$ cat config.mk
export PLATFORM = sky130hd
export DESIGN_NAME = branch_predictor_flat
export DESIGN_NICKNAME = d
export VERILOG_FILES = /design/src/rtl/branch_predictor_if.sv /design/src/rtl/branch_predictor.sv /design/src/flat_wrapper.sv
export SDC_FILE = /design/constraint.sdc
export NUM_CORES = 2
export LEC_CHECK = 0
export ABC_AREA = 1
export BUFFER_PORTS_ARGS = -buffer_cell sky130_fd_sc_hd__buf_4
export CORE_UTILIZATION = 53
export DETAILED_ROUTE_END_ITERATION = 12
export PLACE_DENSITY_LB_ADDON = 0.25
export SLEW_MARGIN = 10
export SYNTH_ARGS = -nofsm -noshare
export SYNTH_HDL_FRONTEND = slang
export SYNTH_SLANG_ARGS = --single-unit
$ cat constraint.sdc
create_clock -name clk -period 5.12 [get_ports clk]
set_input_delay 1.024 -clock clk [delete_from_list [all_inputs] [get_ports clk]]
set_output_delay 1.024 -clock clk [all_outputs]
set_load 0.005 [all_outputs]
$ cat src/rtl/branch_predictor_if.sv
// Branch predictor interface: bundles the fetch-side lookup, the EX-side
// resolution/training inputs, the redirect outputs and the statistics
// counters. The pipeline drives it through the master modport and the
// predictor consumes it through the slave modport.
//   IF  : if_pc (to predictor), if_pred_taken / if_next_pc (from predictor)
//   EX  : ex_valid, ex_pc, ex_is_cti, ex_taken, ex_target, ex_pred_taken,
//         ex_pred_target (to predictor)
//   Out : mispredict, redirect_pc, stat_cti, stat_miss (from predictor)
interface branch_predictor_if #(
  parameter int ADDR_W = 32
);
  logic [ADDR_W-1:0] if_pc;
  logic              if_pred_taken;
  logic [ADDR_W-1:0] if_next_pc;
  logic              ex_valid;
  logic [ADDR_W-1:0] ex_pc;
  logic              ex_is_cti;
  logic              ex_taken;
  logic [ADDR_W-1:0] ex_target;
  logic              ex_pred_taken;
  logic [ADDR_W-1:0] ex_pred_target;
  logic              mispredict;
  logic [ADDR_W-1:0] redirect_pc;
  logic [31:0]       stat_cti;
  logic [31:0]       stat_miss;

  modport master (
    output if_pc, ex_valid, ex_pc, ex_is_cti, ex_taken, ex_target,
           ex_pred_taken, ex_pred_target,
    input  if_pred_taken, if_next_pc, mispredict, redirect_pc,
           stat_cti, stat_miss
  );

  modport slave (
    input  if_pc, ex_valid, ex_pc, ex_is_cti, ex_taken, ex_target,
           ex_pred_taken, ex_pred_target,
    output if_pred_taken, if_next_pc, mispredict, redirect_pc,
           stat_cti, stat_miss
  );
endinterface

$ cat src/rtl/branch_predictor.sv
// Dynamic branch predictor: a direct-mapped BTB whose entries carry a
// saturating direction counter. Fetch looks up if_pc combinationally and gets
// a predicted next PC; EX resolves the real next PC, flags a mispredict when
// it differs from what fetch followed, and trains the table on the clock edge.
// Ports:
//   clk  : clock, all state changes on the rising edge
//   rst  : synchronous active-high reset (clears table and statistics)
//   bp   : branch_predictor_if slave (lookup, resolution, redirect, stats)
module branch_predictor #(
  parameter int ENTRIES  = 16,
  parameter int CNT_BITS = 2,
  parameter int ADDR_W   = 32
) (
  input logic               clk,
  input logic               rst,
  branch_predictor_if.slave bp
);

  localparam int IDX_W = $clog2(ENTRIES);
  localparam int TAG_W = ADDR_W - IDX_W - 2;
  localparam logic [CNT_BITS-1:0] TAKEN_TH = CNT_BITS'(1) << (CNT_BITS - 1);
  localparam logic [CNT_BITS-1:0] CNT_MAX  = {CNT_BITS{1'b1}};

  // Saturating increment of a direction counter.
  function automatic logic [CNT_BITS-1:0] cnt_inc(input logic [CNT_BITS-1:0] c);
    return (c == CNT_MAX) ? c : c + CNT_BITS'(1);
  endfunction

  // Saturating decrement of a direction counter.
  function automatic logic [CNT_BITS-1:0] cnt_dec(input logic [CNT_BITS-1:0] c);
    return (c == {CNT_BITS{1'b0}}) ? c : c - CNT_BITS'(1);
  endfunction

  // Table storage (flops, so combinational read is fine)
  logic [ENTRIES-1:0]  valid_q;
  logic [TAG_W-1:0]    tag_q    [ENTRIES];
  logic [ADDR_W-1:0]   target_q [ENTRIES];
  logic [CNT_BITS-1:0] cnt_q    [ENTRIES];

  logic [31:0] stat_cti_q, stat_cti_d;
  logic [31:0] stat_miss_q, stat_miss_d;

  // Lookup side
  logic [IDX_W-1:0]  if_idx_s;
  logic [TAG_W-1:0]  if_tag_s;
  logic              if_hit_s;
  logic              if_pred_taken_s;
  logic [ADDR_W-1:0] if_next_pc_s;

  // Resolution / training side
  logic [IDX_W-1:0]    ex_idx_s;
  logic [TAG_W-1:0]    ex_tag_s;
  logic                ex_hit_s;
  logic                act_taken_s;
  logic [ADDR_W-1:0]   act_next_s;
  logic                mispredict_s;
  logic                upd_we_s;
  logic                valid_d;
  logic [TAG_W-1:0]    tag_d;
  logic [ADDR_W-1:0]   target_d;
  logic [CNT_BITS-1:0] cnt_d;

  // The carried direction bit is implied by ex_pred_target, so it is not
  // needed for the mispredict decision.
  logic unused_s;
  assign unused_s = bp.ex_pred_taken;

  assign if_idx_s = bp.if_pc[IDX_W+1:2];
  assign if_tag_s = bp.if_pc[ADDR_W-1:IDX_W+2];
  assign ex_idx_s = bp.ex_pc[IDX_W+1:2];
  assign ex_tag_s = bp.ex_pc[ADDR_W-1:IDX_W+2];

  // Fetch lookup: reads pre-update contents, no bypass from a same-cycle write.
  always_comb begin
    if_hit_s        = valid_q[if_idx_s] && (tag_q[if_idx_s] == if_tag_s);
    if_pred_taken_s = if_hit_s && (cnt_q[if_idx_s] >= TAKEN_TH);
    if (if_pred_taken_s) begin
      if_next_pc_s = target_q[if_idx_s];
    end else begin
      if_next_pc_s = bp.if_pc + ADDR_W'(4);
    end
  end

  // EX resolution: any difference between followed and actual next PC is a
  // mispredict, which also catches a non-CTI that was predicted taken.
  always_comb begin
    act_taken_s = bp.ex_is_cti && bp.ex_taken;
    if (act_taken_s) begin
      act_next_s = bp.ex_target;
    end else begin
      act_next_s = bp.ex_pc + ADDR_W'(4);
    end
    mispredict_s = bp.ex_valid && (bp.ex_pred_target != act_next_s);
  end

  // Next value of the single entry addressed by EX, plus statistics.
  always_comb begin
    ex_hit_s    = valid_q[ex_idx_s] && (tag_q[ex_idx_s] == ex_tag_s);
    upd_we_s    = 1'b0;
    valid_d     = valid_q[ex_idx_s];
    tag_d       = tag_q[ex_idx_s];
    target_d    = target_q[ex_idx_s];
    cnt_d       = cnt_q[ex_idx_s];
    stat_cti_d  = stat_cti_q;
    stat_miss_d = stat_miss_q;
    if (bp.ex_valid) begin
      if (bp.ex_is_cti) begin
        stat_cti_d = stat_cti_q + 32'd1;
        if (ex_hit_s) begin
          upd_we_s = 1'b1;
          if (bp.ex_taken) begin
            cnt_d    = cnt_inc(cnt_q[ex_idx_s]);
            target_d = bp.ex_target;
          end else begin
            cnt_d = cnt_dec(cnt_q[ex_idx_s]);
          end
        end else if (bp.ex_taken) begin
          // Allocate over whatever occupied the slot, weakly taken.
          upd_we_s = 1'b1;
          valid_d  = 1'b1;
          tag_d    = ex_tag_s;
          target_d = bp.ex_target;
          cnt_d    = TAKEN_TH;
        end else begin
          upd_we_s = 1'b0;
        end
      end else if (ex_hit_s) begin
        // A non-CTI matched an entry: evict the alias.
        upd_we_s = 1'b1;
        valid_d  = 1'b0;
      end else begin
        upd_we_s = 1'b0;
      end
      if (mispredict_s) begin
        stat_miss_d = stat_miss_q + 32'd1;
      end else begin
        stat_miss_d = stat_miss_q;
      end
    end else begin
      upd_we_s = 1'b0;
    end
  end

  // Table state: reset clears every field, otherwise write the EX entry.
  always_ff @(posedge clk) begin
    if (rst) begin
      valid_q <= {ENTRIES{1'b0}};
      for (int i = 0; i < ENTRIES; i++) begin
        tag_q[i]    <= {TAG_W{1'b0}};
        target_q[i] <= {ADDR_W{1'b0}};
        cnt_q[i]    <= {CNT_BITS{1'b0}};
      end
    end else if (upd_we_s) begin
      valid_q[ex_idx_s]  <= valid_d;
      tag_q[ex_idx_s]    <= tag_d;
      target_q[ex_idx_s] <= target_d;
      cnt_q[ex_idx_s]    <= cnt_d;
    end
  end

  // Statistics counters, wrapping at 2^32.
  always_ff @(posedge clk) begin
    if (rst) begin
      stat_cti_q  <= 32'd0;
      stat_miss_q <= 32'd0;
    end else begin
      stat_cti_q  <= stat_cti_d;
      stat_miss_q <= stat_miss_d;
    end
  end

  assign bp.if_pred_taken = if_pred_taken_s;
  assign bp.if_next_pc    = if_next_pc_s;
  assign bp.mispredict    = mispredict_s;
  assign bp.redirect_pc   = act_next_s;
  assign bp.stat_cti      = stat_cti_q;
  assign bp.stat_miss     = stat_miss_q;

endmodule

$ cat src/flat_wrapper.sv
// flat-port wrapper written by rule: the top's interface ports become plain ports
module branch_predictor_flat 
#(
  parameter int ENTRIES  = 16,
  parameter int CNT_BITS = 2,
  parameter int ADDR_W   = 32
)
  (clk, rst, bp_if_pc, bp_ex_valid, bp_ex_pc, bp_ex_is_cti, bp_ex_taken, bp_ex_target, bp_ex_pred_taken, bp_ex_pred_target, bp_if_pred_taken, bp_if_next_pc, bp_mispredict, bp_redirect_pc, bp_stat_cti, bp_stat_miss);
  branch_predictor_if #(.ADDR_W(ADDR_W)) bp_i ();
  input logic clk;
  input logic rst;
  input wire logic [$bits(bp_i.if_pc)-1:0] bp_if_pc;
  input wire logic [$bits(bp_i.ex_valid)-1:0] bp_ex_valid;
  input wire logic [$bits(bp_i.ex_pc)-1:0] bp_ex_pc;
  input wire logic [$bits(bp_i.ex_is_cti)-1:0] bp_ex_is_cti;
  input wire logic [$bits(bp_i.ex_taken)-1:0] bp_ex_taken;
  input wire logic [$bits(bp_i.ex_target)-1:0] bp_ex_target;
  input wire logic [$bits(bp_i.ex_pred_taken)-1:0] bp_ex_pred_taken;
  input wire logic [$bits(bp_i.ex_pred_target)-1:0] bp_ex_pred_target;
  output wire logic [$bits(bp_i.if_pred_taken)-1:0] bp_if_pred_taken;
  output wire logic [$bits(bp_i.if_next_pc)-1:0] bp_if_next_pc;
  output wire logic [$bits(bp_i.mispredict)-1:0] bp_mispredict;
  output wire logic [$bits(bp_i.redirect_pc)-1:0] bp_redirect_pc;
  output wire logic [$bits(bp_i.stat_cti)-1:0] bp_stat_cti;
  output wire logic [$bits(bp_i.stat_miss)-1:0] bp_stat_miss;
  assign bp_i.if_pc = bp_if_pc;
  assign bp_i.ex_valid = bp_ex_valid;
  assign bp_i.ex_pc = bp_ex_pc;
  assign bp_i.ex_is_cti = bp_ex_is_cti;
  assign bp_i.ex_taken = bp_ex_taken;
  assign bp_i.ex_target = bp_ex_target;
  assign bp_i.ex_pred_taken = bp_ex_pred_taken;
  assign bp_i.ex_pred_target = bp_ex_pred_target;
  assign bp_if_pred_taken = bp_i.if_pred_taken;
  assign bp_if_next_pc = bp_i.if_next_pc;
  assign bp_mispredict = bp_i.mispredict;
  assign bp_redirect_pc = bp_i.redirect_pc;
  assign bp_stat_cti = bp_i.stat_cti;
  assign bp_stat_miss = bp_i.stat_miss;
  branch_predictor #(.ENTRIES(ENTRIES), .CNT_BITS(CNT_BITS), .ADDR_W(ADDR_W)) u_core (.clk(clk), .rst(rst), .bp(bp_i));
endmodule
==> flow_summary.toml <==
[placement]
gp_congestion = 1.018
hpwl_mm = 139.2
io_buffer_count = 262

[detailed_routing]
viasPerCell = 6.115
ant_nets = 0
drt_iter0_markers = 8142
dr.pass1.iters = 12
wl_per_cell_um = 25.60
routed_wl_mm = 209.4
drc_errors = 0
vias = 50010

[setup_path]
reg2reg_depth = 21
critical_path_class = "input pin to primary output"
critPathMaxFanout = 7
crit_path_end_kind = "primary output"
startpoint = "bp_ex_pc[5]"
cp_data_required_time_ns = 4.10
start_kind = "input pin"
worstPathArrival_ns = 3.99
worstReg2RegStart = "u_core.tag_q[5][8]"

[floorplan]
fp-row-count = 117
fp.coreArea_mm2 = 0.1020
die-area_mm2 = 0.1043
die_h_um = 323.0
die_x_um = 323.0
initial_utilization_pct = 53.53
pin_count = 264

[logic_synthesis]
synth_seq_cells = 1040
async_flop_share_pct = 0
synth_warnings = 0
synth_edf_count = 960
syn_area_mm2 = 0.05462
seq_area_frac_synth_pct = 55.71
syn_nets = 6514
synth.distinct_cells = 49
syn_inst = 6373
avgSynthCellArea_um2 = 8.570
synth-main-ff-cell = "edfxtp_1"

[clock_network]
cts.sinks = 1040
cts_max_level = 3
hold_buffers = 0
cts_made_buffers = 106
cts_root_buf = "clkbuf_16"
clk_pin_slew_ns = 0.07
cts_tree = "done"
clk_latency_ns = 0.73
clk_path_buf_depth = 3

[worst_hold_path]
min_path_type = "flop to flop"
hold_start = "u_core.valid_q[9]"
min_path_cells = 2

[cells_and_area]
ff_latch_area_mm2 = 0.03043
layout-drive-gt1-share_pct = 13.78
final_util_pct = 63.18
nets = 6859
multi_input_area_mm2 = 0.02040
layout-area-overhead-vs-synth_pct = 18.02
nFillCells = 8431

[grt]
grt_pass1_vias = 46580
grt_pass1_wl_mm = 300.8
grt_overflow = 0
grt_max_degree = 106
antenna_found_initial = 17
grt.total_usage_pct = 39.68

[sta]
maxSlewViolCount = 0
setup_viol = 0
tightest_slew_ns = 1.188
clock.fmax_mhz = 199.3
finalCritPeriodShare_pct = 98.02
skew_ns = 0.03250
fin_setup_tns_ns = 0
maxSlewHeadroom_pct = 20.52
fin_crit_ns = 5.019
hold_violations = 0

[power]
p_seq_share_pct = 47.5
p_sw_uw = 5501
leakage_uw = 0.02659
netSwitchingFraction_pct = 26.86
internal_power_uw = 14980
pwr-share-clk_pct = 38.5
power_density_mw_per_mm2 = 317.8
comb_power_share_pct = 14.0
vdd_drop_max_v = 0.0002803

[run]
cap_violations = 0

[status]
status = "finished clean"
==> power groups by stage <==
stage,sequential [uW],clock [uW],combinational (uW)
2_1_floorplan,9870,0,1400
3_3_place_gp,9880,0,2710
3_5_place_dp,9900,0,2740
4_1_cts,9720,7870,2750
5_1_grt,9750,8200,3010
6_report,9730,7890,2870
==> sequential cells by signal (all words and copies together) (netlist names) <==
signal / flops
u_core.bp.stat_cti: 32
u_core.bp.stat_miss: 32
u_core.cnt_q: 32
u_core.tag_q: 416
u_core.target_q: 512
u_core.valid_q: 16
==> worst max-delay path: stages <==
cell and delay, ns:
buf_4 0.20, nand2_2 0.14, inv_2 0.08, nand2_1 0.07
nor2_1 0.35, nand3_1 0.20, xor2_1 0.27, nand2_1 0.23
nand3b_1 0.16, nand2_1 0.06, nor2_1 0.31, nand2_1 0.09
nor2_1 0.13, buf_4 0.18, nand3_1 0.14, nand2_1 0.12
inv_1 0.08, buf_4 0.14
==> final timing paths <==
| kind | endpoint | slack (ns) |
|---|---|---|
| max reg2reg | u_core.tag_q[9][10] | 1.85 |
| min reg2reg | u_core.valid_q[9] | 0.49 |
| min | u_core.valid_q[9] | 0.49 |
| max | bp_mispredict | 0.10 |
==> area by class of cell <==
type / instances / area share [%]
flip-flops and latches: 1040 / 47.21
multi-input cells: 4375 / 31.64
repair buffers: 658 / 9.948
clock buffers: 130 / 4.301
inverters: 537 / 3.148
well taps: 1368 / 2.655
clock inverters: 66 / 1.081
diodes: 4 / 0.01553
==> cell usage in the layout (no fill, tap or decap), drive strengths merged, types with 5 or more instances in the layout <==
cell type / count
o221ai: 14
nand4: 52
a221o: 6
nand3: 329
nand2: 1508
o22ai: 31
xor2: 70
a31oi: 34
a221oi: 69
ha: 7
a22oi: 181
clkbuf: 133
nand3b: 16
nor2: 1418
edfxtp: 960
inv: 519
o21ai: 328
buf: 655
dfxtp: 80
o211ai: 72
nor4: 14
clkinvlp: 5
nor3: 43
bufinv: 12
a21oi: 149
xnor2: 13
clkinv: 67
==> repair_timing <==
item                       in CTS  in global routing
setup buffers                   0                  1
setup endpoints to repair       0                 32
hold endpoints to repair        0                  0
resized for setup               0                 35
==> routing by layer <==
metal  up-vias  global-route usage (%)  wire, um
met4        34                   20.14     11820
li1      21980                       -         -
met1     23360                   53.05     74580
met3       729                   13.05     34930
met5         -                       0       208
met2      3906                   57.63     87840
==> cell usage after synthesis, drive strengths merged (2+ instances only) <==
cell type	instances	area (um^2)
a21o	2	15.01
a221o	6	60.06
or2	4	25.02
xor2	70	613.1
xnor2	13	113.9
clkinv	22	82.58
a21oi	149	745.7
nor4	14	87.58
dfxtp	80	1602
nor3b	4	30.03
nand4	52	325.3
edfxtp	960	28830
o22ai	31	200.2
a22oi	181	1359
o21ai	328	1739
o221ai	14	122.6
o211ai	72	540.5
a221oi	69	604.3
clkbuf	247	927.1
ha	7	87.58
or4	2	15.01
a31oi	34	212.7
o21a	4	30.03
nand3	329	1844
nor3	43	220.2
inv	515	1933
nand2	1508	5678
buf	174	1070
nor2	1418	5348
nand3b	16	120.1
==> cell families (layout without fill, tap and decap cells) <==
group	Yosys count	after routing	share of synthesized area, %
simple gates	3393	3393	25.11
buf+inv	958	1391	7.347
compound gates	892	892	10.34
flops	1040	1040	55.71
xor+xnor	83	83	1.331
fa+ha+maj	7	7	0.1604
other cells	0	4	0
==> through the flow <==
stage	setup slack, ns	std cells	total power (uW)	hold slack, ns	area, um^2
after floorplan	0.7742	6373	11270	0.4531	54620
after global placement	-0.02530	7975	12590	0.4610	60810
after detailed placement	0.01058	7975	12640	0.4754	60810
after CTS	0.006136	8171	20340	0.4849	64280
after global routing	-0.01113	8174	20960	0.5055	64450
final	0.1012	8178	20480	0.4874	64460
Power figures use the tool's default switching activity.
